[src/rtl/sym_pkg.sv]
// Shared definitions for the symmetry-detector front end: FSM state codes,
// counter width, default parameters and a saturating increment helper.
package sym_pkg;

  localparam int SYM_CNT_W   = 8;
  localparam int DEF_N       = 8;
  localparam int DEF_TIMEOUT = 64;

  typedef logic [2:0] state_t;

  localparam state_t ST_IDLE  = 3'd0;
  localparam state_t ST_SHIFT = 3'd1;
  localparam state_t ST_ISSUE = 3'd2;
  localparam state_t ST_LOAD  = 3'd3;
  localparam state_t ST_WAIT  = 3'd4;

  // Increment that sticks at the all-ones value instead of wrapping.
  function automatic logic [SYM_CNT_W-1:0] sat_inc(input logic [SYM_CNT_W-1:0] v);
    if (v == {SYM_CNT_W{1'b1}})
      return v;
    return v + SYM_CNT_W'(1);
  endfunction

endpackage

[src/rtl/sym_shift_in.sv]
// Serial-to-parallel collector: shifts bits in MSB first and counts them.
// 'full' flags that the bit accepted this cycle completes an N-bit word,
// so the caller can move on without an extra cycle of latency.
module sym_shift_in #(
  parameter int N = 8
) (
  input  logic         clk,
  input  logic         rst,
  input  logic         clr,
  input  logic         en,
  input  logic         bit_in,
  output logic [N-1:0] sreg,
  output logic         full
);

  localparam int CW = $clog2(N + 1);

  logic [CW-1:0] cnt;

  // Shift register and accepted-bit counter; clear wins over a same-cycle bit.
  always_ff @(posedge clk or posedge rst) begin
    if (rst) begin
      sreg <= '0;
      cnt  <= '0;
    end else if (clr) begin
      cnt <= '0;
    end else if (en) begin
      sreg <= {sreg[N-2:0], bit_in};
      cnt  <= cnt + CW'(1);
    end
  end

  assign full = en && !clr && (cnt == CW'(N - 1));

endmodule

[src/rtl/sym_word_loader.sv]
// Framing stage ahead of the symmetry detector: assembles a serial word,
// hands it over with a one-cycle load pulse, waits for the verdict and
// reports it, keeping a saturating symmetric-word count and sticky errors.
module sym_word_loader
  import sym_pkg::*;
#(
  parameter int N       = DEF_N,
  parameter int TIMEOUT = DEF_TIMEOUT
) (
  input  logic                 clk,
  input  logic                 rst,
  input  logic                 frame_start,
  input  logic                 ser_in,
  input  logic                 ser_valid,
  input  logic                 det_busy,
  input  logic                 det_done,
  input  logic                 det_symmetry,
  output logic                 ready,
  output logic                 load,
  output logic [N-1:0]         data_out,
  output logic                 result_valid,
  output logic                 result_sym,
  output logic [SYM_CNT_W-1:0] sym_count,
  output logic                 overrun,
  output logic                 timeout_err
);

  localparam int WW = $clog2(TIMEOUT + 1);

  state_t        state;
  state_t        state_nxt;
  logic [WW-1:0] wcnt;
  logic [N-1:0]  sreg;
  logic          word_full;
  logic          sh_clr;
  logic          sh_en;
  logic          wait_expired;
  logic          in_flight;

  // A frame_start in SHIFT restarts the word and drops that cycle's bit.
  assign sh_clr = frame_start && (state == ST_IDLE || state == ST_SHIFT);
  assign sh_en  = (state == ST_SHIFT) && ser_valid && !frame_start;

  // WAIT cycles are numbered from 1; wcnt holds (cycle - 1).
  assign wait_expired = (wcnt == WW'(TIMEOUT - 1));
  assign in_flight    = (state == ST_ISSUE) || (state == ST_LOAD) || (state == ST_WAIT);

  sym_shift_in #(.N(N)) u_shift (
    .clk    (clk),
    .rst    (rst),
    .clr    (sh_clr),
    .en     (sh_en),
    .bit_in (ser_in),
    .sreg   (sreg),
    .full   (word_full)
  );

  // Next-state decode for the framing sequence.
  always_comb begin
    state_nxt = state;
    case (state)
      ST_IDLE:  if (frame_start) state_nxt = ST_SHIFT;
      ST_SHIFT: if (word_full) state_nxt = ST_ISSUE;
      ST_ISSUE: if (!det_busy) state_nxt = ST_LOAD;
      ST_LOAD:  state_nxt = ST_WAIT;
      ST_WAIT:  if (det_done || wait_expired) state_nxt = ST_IDLE;
      default:  state_nxt = ST_IDLE;
    endcase
  end

  // State register.
  always_ff @(posedge clk or posedge rst) begin
    if (rst) state <= ST_IDLE;
    else     state <= state_nxt;
  end

  // Word hand-off, wait counter, verdict capture and sticky flags.
  always_ff @(posedge clk or posedge rst) begin
    if (rst) begin
      data_out     <= '0;
      wcnt         <= '0;
      result_valid <= 1'b0;
      result_sym   <= 1'b0;
      sym_count    <= '0;
      overrun      <= 1'b0;
      timeout_err  <= 1'b0;
    end else begin
      result_valid <= 1'b0;
      if (state == ST_ISSUE && !det_busy)
        data_out <= sreg;
      if (state == ST_LOAD)
        wcnt <= '0;
      else if (state == ST_WAIT && !det_done && !wait_expired)
        wcnt <= wcnt + WW'(1);
      if (state == ST_WAIT && det_done) begin
        result_valid <= 1'b1;
        result_sym   <= det_symmetry;
        if (det_symmetry)
          sym_count <= sat_inc(sym_count);
      end
      if (state == ST_WAIT && !det_done && wait_expired)
        timeout_err <= 1'b1;
      if (frame_start && in_flight)
        overrun <= 1'b1;
    end
  end

  assign ready = (state == ST_IDLE);
  assign load  = (state == ST_LOAD);

endmodule

[config.mk]
export PLATFORM = sky130hd
export DESIGN_NAME = sym_word_loader
export DESIGN_NICKNAME = d
export VERILOG_FILES = /design/src/rtl/sym_pkg.sv /design/src/rtl/sym_shift_in.sv /design/src/rtl/sym_word_loader.sv
export SDC_FILE = /design/constraint.sdc
export NUM_CORES = 1
export LEC_CHECK = 0
export ABC_AREA = 1
export CORE_MARGIN = 2
export CORE_UTILIZATION = 53
export DETAILED_ROUTE_END_ITERATION = 8
export PLACE_DENSITY = 0.78
export SKIP_LAST_GASP = 1
export SYNTH_ARGS = -nofsm -noshare
export SYNTH_HDL_FRONTEND = slang
export SYNTH_SLANG_ARGS = --single-unit
[constraint.sdc]
create_clock -name clk -period 1.6 [get_ports clk]
set_clock_uncertainty 0.05 [all_clocks]
set_input_delay 0.32 -clock clk [delete_from_list [all_inputs] [get_ports clk]]
set_output_delay 0.32 -clock clk [all_outputs]
set_load 0.01 [all_outputs]
* Yosys cells after proc, flatten, opt, wreduce, memory -nomap -nowiden
Cells that the tools add are included.
** Word-level totals
- Register bits after elaboration :: 42
- Latch bits :: 0
- Memory bits (writable) :: 0
- ROM bits :: 0
- Input port bits :: 8
- Output and inout port bits :: 22
- Logic and storage cells :: 66
- Memories :: 0
** Operators by class
- $add $sub $neg :: 3
- $mul :: 0
- Div/mod/pow operators :: 0
- $lt $le $gt $ge :: 0
- Equality and inequality tests :: 12
- Shift-type cells :: 0
- Muxes and demuxes :: 14
- Bitwise gates (word level) :: 1
- Reduce and logical (&&, ||, !) cells :: 26
** Operator list (count)
- 3-bit case mux with 5 select lines :: 1
- 7-bit two-way mux :: 2
- 3-bit two-way mux :: 4
- 1-bit logical AND :: 11
- 8-bit by 1-bit adder with 8-bit output (second input constant) :: 1
- 8-bit equality test (second input constant) :: 1
- 4-bit two-way mux :: 2
- 8-bit two-way mux :: 1
- 7-bit by 1-bit adder with 7-bit output (second input constant) :: 1
- 7-bit by 6-bit equality test with 1-bit output (second input constant) :: 1
- 3-bit by 2-bit equality test with 1-bit output (second input constant) :: 2
- 2-bit inequality test (second input constant) :: 3
- 1-bit zero test :: 5
- 4-bit by 1-bit adder with 4-bit output (second input constant) :: 1
- 4-bit by 3-bit equality test with 1-bit output (second input constant) :: 1
- 1-bit logical OR :: 4
- 1-bit two-way mux :: 4
- 2-bit by 1-bit inequality test with 1-bit output (second input constant) :: 2
- 4-bit AND reduction :: 1
- 2-bit nonzero test :: 2
- 3-bit by 1-bit equality test with 1-bit output (second input constant) :: 1
- 3-bit equality test (second input constant) :: 1
- 3-bit zero test :: 1
- 3-bit AND reduction :: 1
- 2 further kinds :: 2

* Logic depth before layout (Yosys ltp)
Gate-level depths: netlist of the first run.
- Depth after elaboration :: 8
- Gate-level depth with buffers :: 9

* Modules after synthesis
Synthesis of the first run repeated with hierarchy kept, for this count alone.
** Unflattened totals
- Cells, all modules :: 255
- Area, all modules :: 2140.8 um2
** By module, submodules not included
- sym_word_loader :: instances 1, cells each 197, area each 1592.8 um2, sequential area each 750.7 um2
- sym_shift_in :: instances 1, cells each 58, area each 548.0 um2, sequential area each 300.3 um2

* Worst setup path after synthesis of the first run
No wires, ideal clock.
- Path type :: reg-to-reg
- Start point :: register sym_count[1]
- End point :: register sym_count[6]
- Data arrival time :: 1.280 ns
- Path slack :: 0.144 ns
- Cell stages (with the launch flop) :: 8
- Buffers on the path :: 1
- Cells stage by stage :: dfrtp_1 > ha_1 > nand3_1 > nor3_1 > nor2_2 > buf_4 > nand2_1 > o21ai_0
** Between the ends
- Word-level cells in the longest chain between the ends :: 6
- Elaborated cells on any way between the ends :: 8
** Ends and longest elaborated chain
- start, declared :: RTL line sym_word_loader.sv:23 : output logic [SYM_CNT_W-1:0] sym_count,
- start signal, assigned :: RTL line sym_word_loader.sv:99 : sym_count <= sat_inc(sym_count);
- 8-bit equality test :: RTL line sym_pkg.sv:19 : if (v == {SYM_CNT_W{1'b1}})
- 1-bit two-way mux :: RTL line sym_pkg.sv:19
- 1-bit two-way mux :: RTL line sym_word_loader.sv:98 : if (det_symmetry)
- 1-bit two-way mux :: RTL line sym_word_loader.sv:95 : if (state == ST_WAIT && det_done) begin
- 2-bit inequality test (no source line)
- 3-bit AND reduction (no source line)
Several ways; a longest one is shown, not always the timed one. The select of a mux whose other input is x is not followed.
A chain may end at the register's enable or synchronous reset.

* Worst setup path after layout of the first run
- Start point :: register timeout_err
- End point :: output timeout_err
** RTL lines
- start, declared :: RTL line sym_word_loader.sv:25 : output logic timeout_err
- start signal, assigned :: RTL line sym_word_loader.sv:86 : timeout_err <= 1'b0;
- start signal, assigned :: RTL line sym_word_loader.sv:102 : timeout_err <= 1'b1;
No word-level cell between the ends.

==> summary.md, run 1 <==
| Metric | Value |
|---|---|
| Status | `finished clean` |
| Commonest non-fill, non-tap cell in the layout | `nand2_1` |
| Slowest stage cell, crit path | `clkdlybuf4s50_1` |
| DRT Wirelength | `roughly 4600 um` |
| Post-route setup TNS | `0 ns` |
| Die H | `approximately 66 um` |
| First-pass detailed-route iteration total | `4` |
| Post-Synthesis Cells | `approximately 250` |
| Pleak | `~1.5 nW` |
| Layout cells sized above 1 | `22.5%` |
| Most frequent cells in the layout | `nand2_1, dfrtp_1, inv_1` |
| Die W | `between 60 and 70 um` |
| Reg area | `1050 sq um` |
| R2R Path End | `sym_count[3]$_DFFE_PP0P_` |
| Multiplexer share of the synthesized area | `0%` |
| Area taken by multi-input logic gates | `just under 900 sq um` |
| Pwr Density | `~1600 nW/um^2` |
| Die area | `between 4000 and 5000 sq um` |
| Seq/Total Area, Yosys | `about half` |
| Critical path class | `reg -> out` |
| CTS clk-pin slew, worst paths | `around 0.08 ns` |
| Worst setup SP type | `flip-flop` |
| Fmax | `644 MHz` |
| CP Launch Point | `timeout_err$_DFFE_PP0P_` |
| CTS tree | `done` |
| First-pass GRT wire length | `around 7500 um` |
| Total GRT Usage | `22.8%` |
| Critical path, cell by cell | `clkdlybuf4s50_1` |
| Ys Warns | `0` |
| DRC errors left | `0` |
| CP Capture Type | `output pin` |
| Flop and latch count out of synthesis | `42` |
| Clock buffer count from CTS | `5` |
| Final instance area | `2790 sq um` |
| Placed cell area | `between 2000 and 3000 sq um` |
| Mapped cell area | `2060 sq um` |
| CP Max Fanout | `2` |
| # setup viols final | `0` |
| Vias | `approximately 1800` |
| Levels on crit path | `1` |
| Wirelength per Cell | `12.9 um` |
| Reg2reg start | `sym_count[0]$_DFFE_PP0P_` |
| Sw Share | `roughly a third` |
| Placeable Area | `between 3000 and 4000 sq um` |
| Final Cycle Share | `a little over nine tenths` |
| Layout area overhead | `35.7%` |
| Dpl cells | `between 300 and 400` |
| Buf/Inv on CP | `1` |
| Row Count | `22` |
| IO Pins | `30` |
| Simple-gate portion of the synthesized area | `about a quarter` |
| Max Root-Sink Buffers | `2` |
| Initial antenna violation count | `0` |
| VDD IR-drop max | `0.816 mV` |
| DRT iter0 DRCs | `137` |
| CP max stage delay | `between 0.5 and 0.6 ns` |
| Filler cells | `257` |
| P_sw | `1.53 mW` |
| Port Buf Inserts | `29` |
| Largest net degree at the start of global routing | `43` |
| R2R setup slack | `0.10 ns` |
| Clk sinks | `42` |
| Vias in the first global route | `1654` |
| Fin crit period | `roughly 1.6 ns` |
| ANT nets after route | `0` |
| Rel. slew slack | `a little over four fifths` |
| Syn avg cell area | `8.30 sq um` |
| Placer Congestion | `roughly 0.84` |
| Final Hold Fails | `0` |
| Combinational power share | `between 40% and 50%` |
| Clock Power Share | `a little under a quarter` |
| Adder-cell share of the synthesized area | `1.82%` |
| R2R cell count | `8` |
| Clk root buf | `clkbuf_8` |
| Setup WS post-layout | `between 0.04 and 0.05 ns` |
| Worst path required time | `1.23 ns` |
| Synth Area in Compound Gates | `9.54%` |
| Synth cell types | `25` |
| # H-tree levels | `2` |
| Setup crit end | `timeout_err` |
| Ant. Diodes | `0` |
| Worst-Margin Slew | `about 0.23 ns` |
| Internal | `2.86 mW` |
| Flop pwr share | `a little over a third` |
| Post-Layout Cell Count | `355` |
| Fin. max-slew vios | `0` |
| Crit path max-delay family | `buffers and inverters` |
| Data arrival, critical path | `1.18 ns` |
| Pre-CTS WS | `-0.0439 ns` |
| Drt via density | `between 5 and 6` |
| Total grt overflow | `0` |
| Worst-skew pair later-pin latency | `around 0.3 ns` |
| Min-delay worst type | `in -> async` |
| Dpl hpwl | `approximately 2800 um` |
| Xor/xnor cell area share of the yosys netlist | `around 2.6%` |
| Final net count | `317` |
| Max Cap Viol | `0` |
| Syn_nets | `about 260` |
| Initial Util | `between 50 and 60%` |
| Main combinational cell family by area after synthesis | `simple AND/OR/NAND/NOR gates` |
## registers in the layout (all words and copies together) (netlist names)
register,count
data_out,8
sym_count,8
u_shift.sreg,8
wcnt,7
u_shift.cnt,4
state,3
overrun,1
result_sym,1
result_valid,1
timeout_err,1
## per-layer routing
metal / GRT usage (%) / part of all wire [%] / up-vias
met5: 0 / 0 / -
met4: 9.44 / 2.3 / 0
met3: 4.09 / 4.4 / 9
met2: 38.6 / 52 / 54
met1: 28.5 / 41 / 859
li1: - / - / 894
## worst min-delay path by stage
stage | end | cells after the start
2_1_floorplan | overrun$_DFFE_PP0P_ | 1
3_3_place_gp | timeout_err$_DFFE_PP0P_ | 1
3_5_place_dp | timeout_err$_DFFE_PP0P_ | 1
4_1_cts | wcnt[6]$_DFFE_PP0P_ | 3
5_1_grt | sym_count[4]$_DFFE_PP0P_ | 3
6_report | sym_count[7]$_DFFE_PP0P_ | 3
## metrics by stage
stage               utilization (%)  total power [mW]  hold WS, ns
global route                   75.7              4.70        0.390
finish                         75.7              4.40        0.341
detailed placement             68.6              3.23        0.410
floorplan                         -              2.52        0.391
CTS                            73.5              4.32        0.356
global placement               68.6              3.17        0.411
## cells by family after synthesis
group / Yosys count
compound gates: 32
buf+inv: 41
fa+ha+maj: 3
flops: 42
simple gates: 124
xor+xnor: 6
## power by group through the flow
stage | combinational, mW | sequential, mW | clock, mW
2_1_floorplan | 0.833 | 1.68 | 0
3_3_place_gp | 1.55 | 1.63 | 0
3_5_place_dp | 1.59 | 1.64 | 0
4_1_cts | 1.68 | 1.59 | 1.05
5_1_grt | 1.98 | 1.63 | 1.10
6_report | 1.78 | 1.59 | 1.03
## cells in the mapped netlist, drive strengths merged
cell type  number  area [sq um]
nor3            2          10.0
a21oi           3          15.0
xor2            6          52.6
o21ai          27           165
nand2          78           308
ha              3          37.5
buf             5          48.8
nor3b           1          7.51
nor2           20          87.6
inv            36           135
or2             1          6.26
nand4           3          18.8
dfrtp          42          1050
a21o            1          7.51
nand3          19           100
a31o            1          8.76
## final cells by class
cell class / count / area share [%]
sequential: 42 / 37.7
clock inverter: 2 / 2.15
multi-input combinational: 165 / 31.5
tap: 48 / 2.15
timing repair buffer: 56 / 18.7
inverter: 36 / 4.84
clock buffer: 6 / 2.96
## timing repair
| item | 4_1_cts | 5_1_grt |
|---|---|---|
| pin swaps | 0 | 4 |
| hold buffers | 0 | 0 |
| gates cloned | 0 | 0 |
| hold endpoints to repair | 0 | 0 |
| gates resized for setup | 10 | 24 |
| setup buffers | 6 | 2 |
| setup endpoints to repair | 11 | 28 |
Power figures use the tool's default switching activity.
==> run 2: changes to the inputs <==
--- a/config.mk
+++ b/config.mk
@@ -6,6 +6,7 @@
 export NUM_CORES = 1
 export LEC_CHECK = 0
 export ABC_AREA = 1
+export CORE_ASPECT_RATIO = 0.5
 export CORE_MARGIN = 2
 export CORE_UTILIZATION = 53
 export DETAILED_ROUTE_END_ITERATION = 8
==> run 2 against run 1 <==
Power fell by 3.7%. First-iteration DRC count down 26%. The flow now finishes with violations (setup timing). Count of clock-buffer cells in the layout decreased by 1. Final area shrank 1.7%. Final cell count rose by 0.28%. Sequential power about the same. Critical path type is now reg -> reg. Combinational power down 9%. Sequential share of layout area is 0.67 points higher. Global-route usage down 2.4 points.
==> summary.md, run 2 (synthesis gave the netlist of run 1 again) <==
| Metric | Value |
|---|---|
| Pleak | `1.50 nW` |
| Met2 usage | `between 30% and 40%` |
| Reg2reg start | `wcnt[0]$_DFFE_PP0P_` |
| Total grt overflow | `0` |
| Status | `finished with violations` |
| Initial antenna violation count | `0` |
| Clock buffer count from CTS | `5` |
| Die W | `around 92 um` |
| Placed cell area | `2490 sq um` |
| IO Pins | `30` |
| Fin. max-slew vios | `0` |
| VDD IR-drop max | `around 0.84 mV` |
| Worst-Margin Slew | `0.246 ns` |
| Placeable Area | `around 3600 sq um` |
| Worst-skew pair later-pin latency | `0.30 ns` |
| Setup crit end | `wcnt[1]$_DFFE_PP0P_` |
| Row Count | `15` |
| Failing checks | `setup timing` |
| Fmax | `625 MHz` |
| Data arrival, critical path | `1.74 ns` |
| R2R setup slack | `-0.001 ns` |
| Final Hold Fails | `0` |
| Initial Util | `between 50 and 60%` |
| Vias in the first global route | `1681` |
| ANT nets after route | `0` |
| Total GRT Usage | `20.3%` |
| Dpl cells | `approximately 340` |
| Min-delay worst type | `in -> async` |
| Max Cap Viol | `0` |
| Post-route setup TNS | `-0.000969 ns` |
| DRT Wirelength | `4460 um` |
| Final Cycle Share | `100%` |
| Internal | `2.74 mW` |
| Top Usage Layer GRT | `met2` |
| # H-tree levels | `2` |
| Drt via density | `5.03` |
| Sw Share | `around a third` |
| Worst path required time | `roughly 1.7 ns` |
| Met3 Track Usage GR | `5.67%` |
| Commonest non-fill, non-tap cell in the layout | `nand2_1` |
| Dpl hpwl | `roughly 2800 um` |
| Met1 GRT Util | `around a quarter` |
| Max Root-Sink Buffers | `2` |
| Final net count | `between 300 and 400` |
| Layout cells sized above 1 | `20.7%` |
| Rel. slew slack | `between 80% and 90%` |
| Worst setup SP type | `flip-flop` |
| Clock Power Share | `a little under a quarter` |
| Clk root buf | `clkbuf_8` |
| Fin crit period | `between 1.5 and 2 ns` |
| P_sw | `1.49 mW` |
| CP Max Fanout | `6` |
| Hold Buf Count CTS | `0` |
| Die H | `48.1 um` |
| DRC errors left | `0` |
| Wirelength per Cell | `about 13 um` |
| First-pass detailed-route iteration total | `4` |
| Setup WS post-layout | `-0.000969 ns` |
| Flop pwr share | `a little under two fifths` |
| First-pass GRT wire length | `a little under 7000 um` |
| Layout area overhead | `33.3%` |
| # setup viols final | `1` |
| Most frequent cells in the layout | `nand2_1, dfrtp_1, inv_1` |
| Die area | `around 4400 sq um` |
| Combinational power share | `about two fifths` |
| Vias | `about 1800` |
| R2R cell count | `8` |
| Biggest regs | `data_out: 8 flops, sym_count: 8 flops, u_shift.sreg: 8 flops` |
| Critical path class | `reg -> reg` |
| Post-Layout Cell Count | `356` |
| CTS tree | `done` |
| R2R Path End | `wcnt[1]$_DFFE_PP0P_` |
| CP Capture Type | `flip-flop` |
| Largest net degree at the start of global routing | `between 40 and 50` |
| CP Launch Point | `wcnt[0]$_DFFE_PP0P_` |
| DRT iter0 DRCs | `about 100` |
| Clk sinks | `42` |
| CTS clk-pin slew, worst paths | `approximately 0.090 ns` |
| Port Buf Inserts | `29` |
| Ant. Diodes | `0` |
| Placer Congestion | `roughly 0.78` |
| Pwr Density | `~1500 nW/um^2` |
| Final instance area | `2750 sq um` |
[run 2: area by class of cell]
cell class,count,area (sq um)
Clock buffer,5,68.8
Timing Repair Buffer,54,514
Inverter,36,135
Sequential cell,42,1050
Clock inverter,3,68.8
Fill cell,236,821
Multi-Input combinational cell,165,842
Tap cell,51,63.8
[run 2: power groups by stage]
stage | combinational, mW | sequential, mW | clock (mW)
finish | 1.62 | 1.60 | 1.01
global route | 1.79 | 1.64 | 1.07
CTS | 1.58 | 1.59 | 1.02
detailed placement | 1.55 | 1.63 | 0
global placement | 1.50 | 1.62 | 0
floorplan | 0.833 | 1.68 | 0
[run 2: critical path: stages, from the launching register on]
cell     delay [ns]
dfrtp_1        0.43
ha_1           0.24
nand2_1        0.15
nor2_2         0.06
nand2_1        0.14
nand2_4        0.10
buf_4          0.15
nand3_1        0.08
nand2_1        0.08
[run 2: repair_timing]
action,4_1_cts,5_1_grt
pin swaps,0,2
setup endpoints to repair,11,21
cloned,0,1
setup buffers,5,5
resized for setup,8,19
[run 2: worst min path at each step]
stage                            startpoint  cells after the start                          to  slack [ns]
finish                                  rst                      3    sym_count[4]$_DFFE_PP0P_        0.32
global route                            rst                      3  u_shift.cnt[2]$_DFFE_PP0P_        0.36
CTS                                     rst                      3    sym_count[4]$_DFFE_PP0P_        0.33
detailed placement  timeout_err$_DFFE_PP0P_                      1     timeout_err$_DFFE_PP0P_        0.41
global placement        overrun$_DFFE_PP0P_                      1         overrun$_DFFE_PP0P_        0.39
floorplan                       frame_start                      1         overrun$_DFFE_PP0P_        0.39
[run 2: layer usage]
| layer | routed length (um) | up-vias | part of all wire (%) |
|---|---|---|---|
| met3 | 234 | 9 | 5.2 |
| li1 | - | 887 | - |
| met2 | 2200 | 50 | 49 |
| met4 | 66 | 0 | 1.5 |
| met5 | 0 | - | 0 |
| met1 | 1960 | 845 | 44 |
[run 2: through the flow]
stage	hold WS (ns)	setup slack (ns)	utilization, %	total power, mW
after floorplan	0.391	0.144	-	2.52
after global placement	0.390	-0.00683	70.0	3.12
after detailed placement	0.407	-0.0662	70.0	3.18
after CTS	0.327	-0.0394	74.8	4.20
after global routing	0.361	-0.0416	77.0	4.51
final	0.320	-0.000969	77.0	4.23
==> run 3: changes to the inputs <==
--- a/config.mk
+++ b/config.mk
@@ -8,9 +8,9 @@
 export ABC_AREA = 1
 export CORE_ASPECT_RATIO = 0.5
 export CORE_MARGIN = 2
-export CORE_UTILIZATION = 53
+export CORE_UTILIZATION = 50
 export DETAILED_ROUTE_END_ITERATION = 8
-export PLACE_DENSITY = 0.78
+export PLACE_DENSITY = 0.74
 export SKIP_LAST_GASP = 1
 export SYNTH_ARGS = -nofsm -noshare
 export SYNTH_HDL_FRONTEND = slang
==> run 3 against run 2 <==
The flow now finishes without violations. Core utilization decreased by 6.3 points. Critical path depth decreased by 7. Worst setup slack improved by 0.044 ns. Count of clock-buffer cells in the layout increased by 1. Sequential share of layout area decreased by 0.43 points. Clock power decreased by 17%. Sequential power about the same. Final area increased by 1.0%. Combinational power about the same. Global-route usage decreased by 1.2 points. Critical endpoint is now result_sym.
==> summary.md, run 3 (synthesis gave the netlist of run 1 again) <==
| Metric | Value |
|---|---|
| Status | `finished clean` |
| CP max stage delay | `between 0.5 and 0.6 ns` |
| IO Pins | `30` |
| Total GRT Usage | `a little under a fifth` |
| DRC errors left | `0` |
| Data arrival, critical path | `around 1.2 ns` |
| Min-delay worst type | `in -> async` |
| Most frequent cells in the layout | `nand2_1, dfrtp_1, inv_1` |
| ANT nets after route | `0` |
| VDD IR-drop max | `roughly 0.67 mV` |
| Pleak | `1.45 nW` |
| Die H | `49.4 um` |
| Total power | `around 4.1 mW` |
| Vias | `1750` |
| Initial antenna violation count | `0` |
| Worst-skew pair later-pin latency | `between 0.2 and 0.3 ns` |
| Dpl cells | `roughly 340` |
| Clk root buf | `clkbuf_8` |
| Post-Layout Cell Count | `around 360` |
| Layout area overhead | `34.6%` |
| Critical path, cell by cell | `clkdlybuf4s50_1` |
| Total grt overflow | `0` |
| Drt via density | `4.82` |
| Biggest regs | `data_out: 8 flops, sym_count: 8 flops, u_shift.sreg: 8 flops` |
| Placeable Area | `3920 sq um` |
| Worst hold margin | `0.328 ns` |
| DRT iter0 DRCs | `61` |
| Placer Congestion | `between 0.8 and 0.9` |
| Die area | `between 4000 and 5000 sq um` |
| Rel. slew slack | `a little over four fifths` |
| CTS tree | `done` |
| Row Count | `16` |
| Initial Util | `a little over half` |
| Port Buf Inserts | `29` |
| Worst-Margin Slew | `between 0.2 and 0.25 ns` |
| Worst path required time | `about 1.2 ns` |
| First-pass detailed-route iteration total | `5` |
| Clock buffer count from CTS | `5` |
| Buf/Inv on CP | `1` |
| First-pass GRT wire length | `around 7000 um` |
| Commonest non-fill, non-tap cell in the layout | `nand2_1` |
| Post-layout util | `70.7%` |
| Final Hold Fails | `0` |
| Dpl hpwl | `between 2000 and 3000 um` |
| # setup viols final | `0` |
| CTS clk-pin slew, worst paths | `approximately 0.070 ns` |
| Wirelength per Cell | `between 10 and 15 um` |
| Max Cap Viol | `0` |
| Layout cells sized above 1 | `22.0%` |
| Fin. max-slew vios | `0` |
| Fin crit period | `between 1.5 and 2 ns` |
| Crit path max-delay family | `buffers and inverters` |
| # H-tree levels | `2` |
| Largest net degree at the start of global routing | `between 40 and 50` |
| Worst setup SP type | `flip-flop` |
| Max Root-Sink Buffers | `2` |
| Fmax | `approximately 640 MHz` |
| DRT Wirelength | `4280 um` |
| Critical path class | `reg -> out` |
| Final Cycle Share | `just under 100%` |
| Ant. Diodes | `0` |
| Pwr Density | `between 1000 and 1500 nW/um^2` |
| Vias in the first global route | `1708` |
| CP Capture Type | `output pin` |
| Die W | `approximately 95 um` |
| CP Max Fanout | `2` |
| Slowest stage cell, crit path | `clkdlybuf4s50_1` |
| Post-route setup TNS | `0 ns` |
| Final net count | `between 300 and 400` |
| Clk sinks | `42` |
==> run 3: metrics by stage <==
step,setup slack [ns],cell area [sq um]
3_5_place_dp,-0.0806,2530
4_1_cts,-0.0109,2700
3_3_place_gp,-0.0259,2530
6_report,0.0427,2770
5_1_grt,-0.00318,2770
2_1_floorplan,0.144,2060
==> run 3: routing by layer <==
layer / global-route usage (%) / wire (um) / part of all wire (%)
met5: 0 / 0 / 0
met3: 5.56 / 181 / 4.2
met1: 24.6 / 1970 / 46
met4: 4.35 / 26 / 0.61
met2: 32.3 / 2100 / 49
==> run 3: where the power goes <==
part	switching, mW	internal, mW	leakage (nW)
combinational	0.866	0.788	0.841
sequential	0.236	1.38	0.550
clock	0.339	0.499	0.0573
==> run 3: worst paths after layout <==
| kind | to | startpoint | cells past startpoint | slack [ns] |
|---|---|---|---|---|
| worst max-delay path | result_sym | result_sym$_DFFE_PP0P_ | 1 | 0.04 |
| worst min-delay path | data_out[0]$_DFFE_PP0P_ | rst | 3 | 0.33 |
| worst max register to register | wcnt[4]$_DFFE_PP0P_ | wcnt[0]$_DFFE_PP0P_ | 8 | 0.08 |
| worst min register to register | overrun$_DFFE_PP0P_ | overrun$_DFFE_PP0P_ | 1 | 0.40 |
| max in group asynchronous | wcnt[3]$_DFFE_PP0P_ | rst | 3 | 0.95 |
| min in group clk | overrun$_DFFE_PP0P_ | overrun$_DFFE_PP0P_ | 1 | 0.40 |
==> run 3: what timing repair did <==
item / CTS / global route
endpoints found under the setup margin: 11 / 19
hold buffers: 0 / 0
pin swaps: 0 / 4
setup buffers: 8 / 4
gates resized for setup: 6 / 16
==> run 3: final cells by class <==
class / instances / area, sq um
fillers: 312 / 1150
inverters: 36 / 135
clock inverters: 1 / 30.0
multi-input cells: 165 / 853
repair buffers: 59 / 553
flip-flops and latches: 42 / 1050
well taps: 54 / 67.6
clock buffers: 6 / 82.6
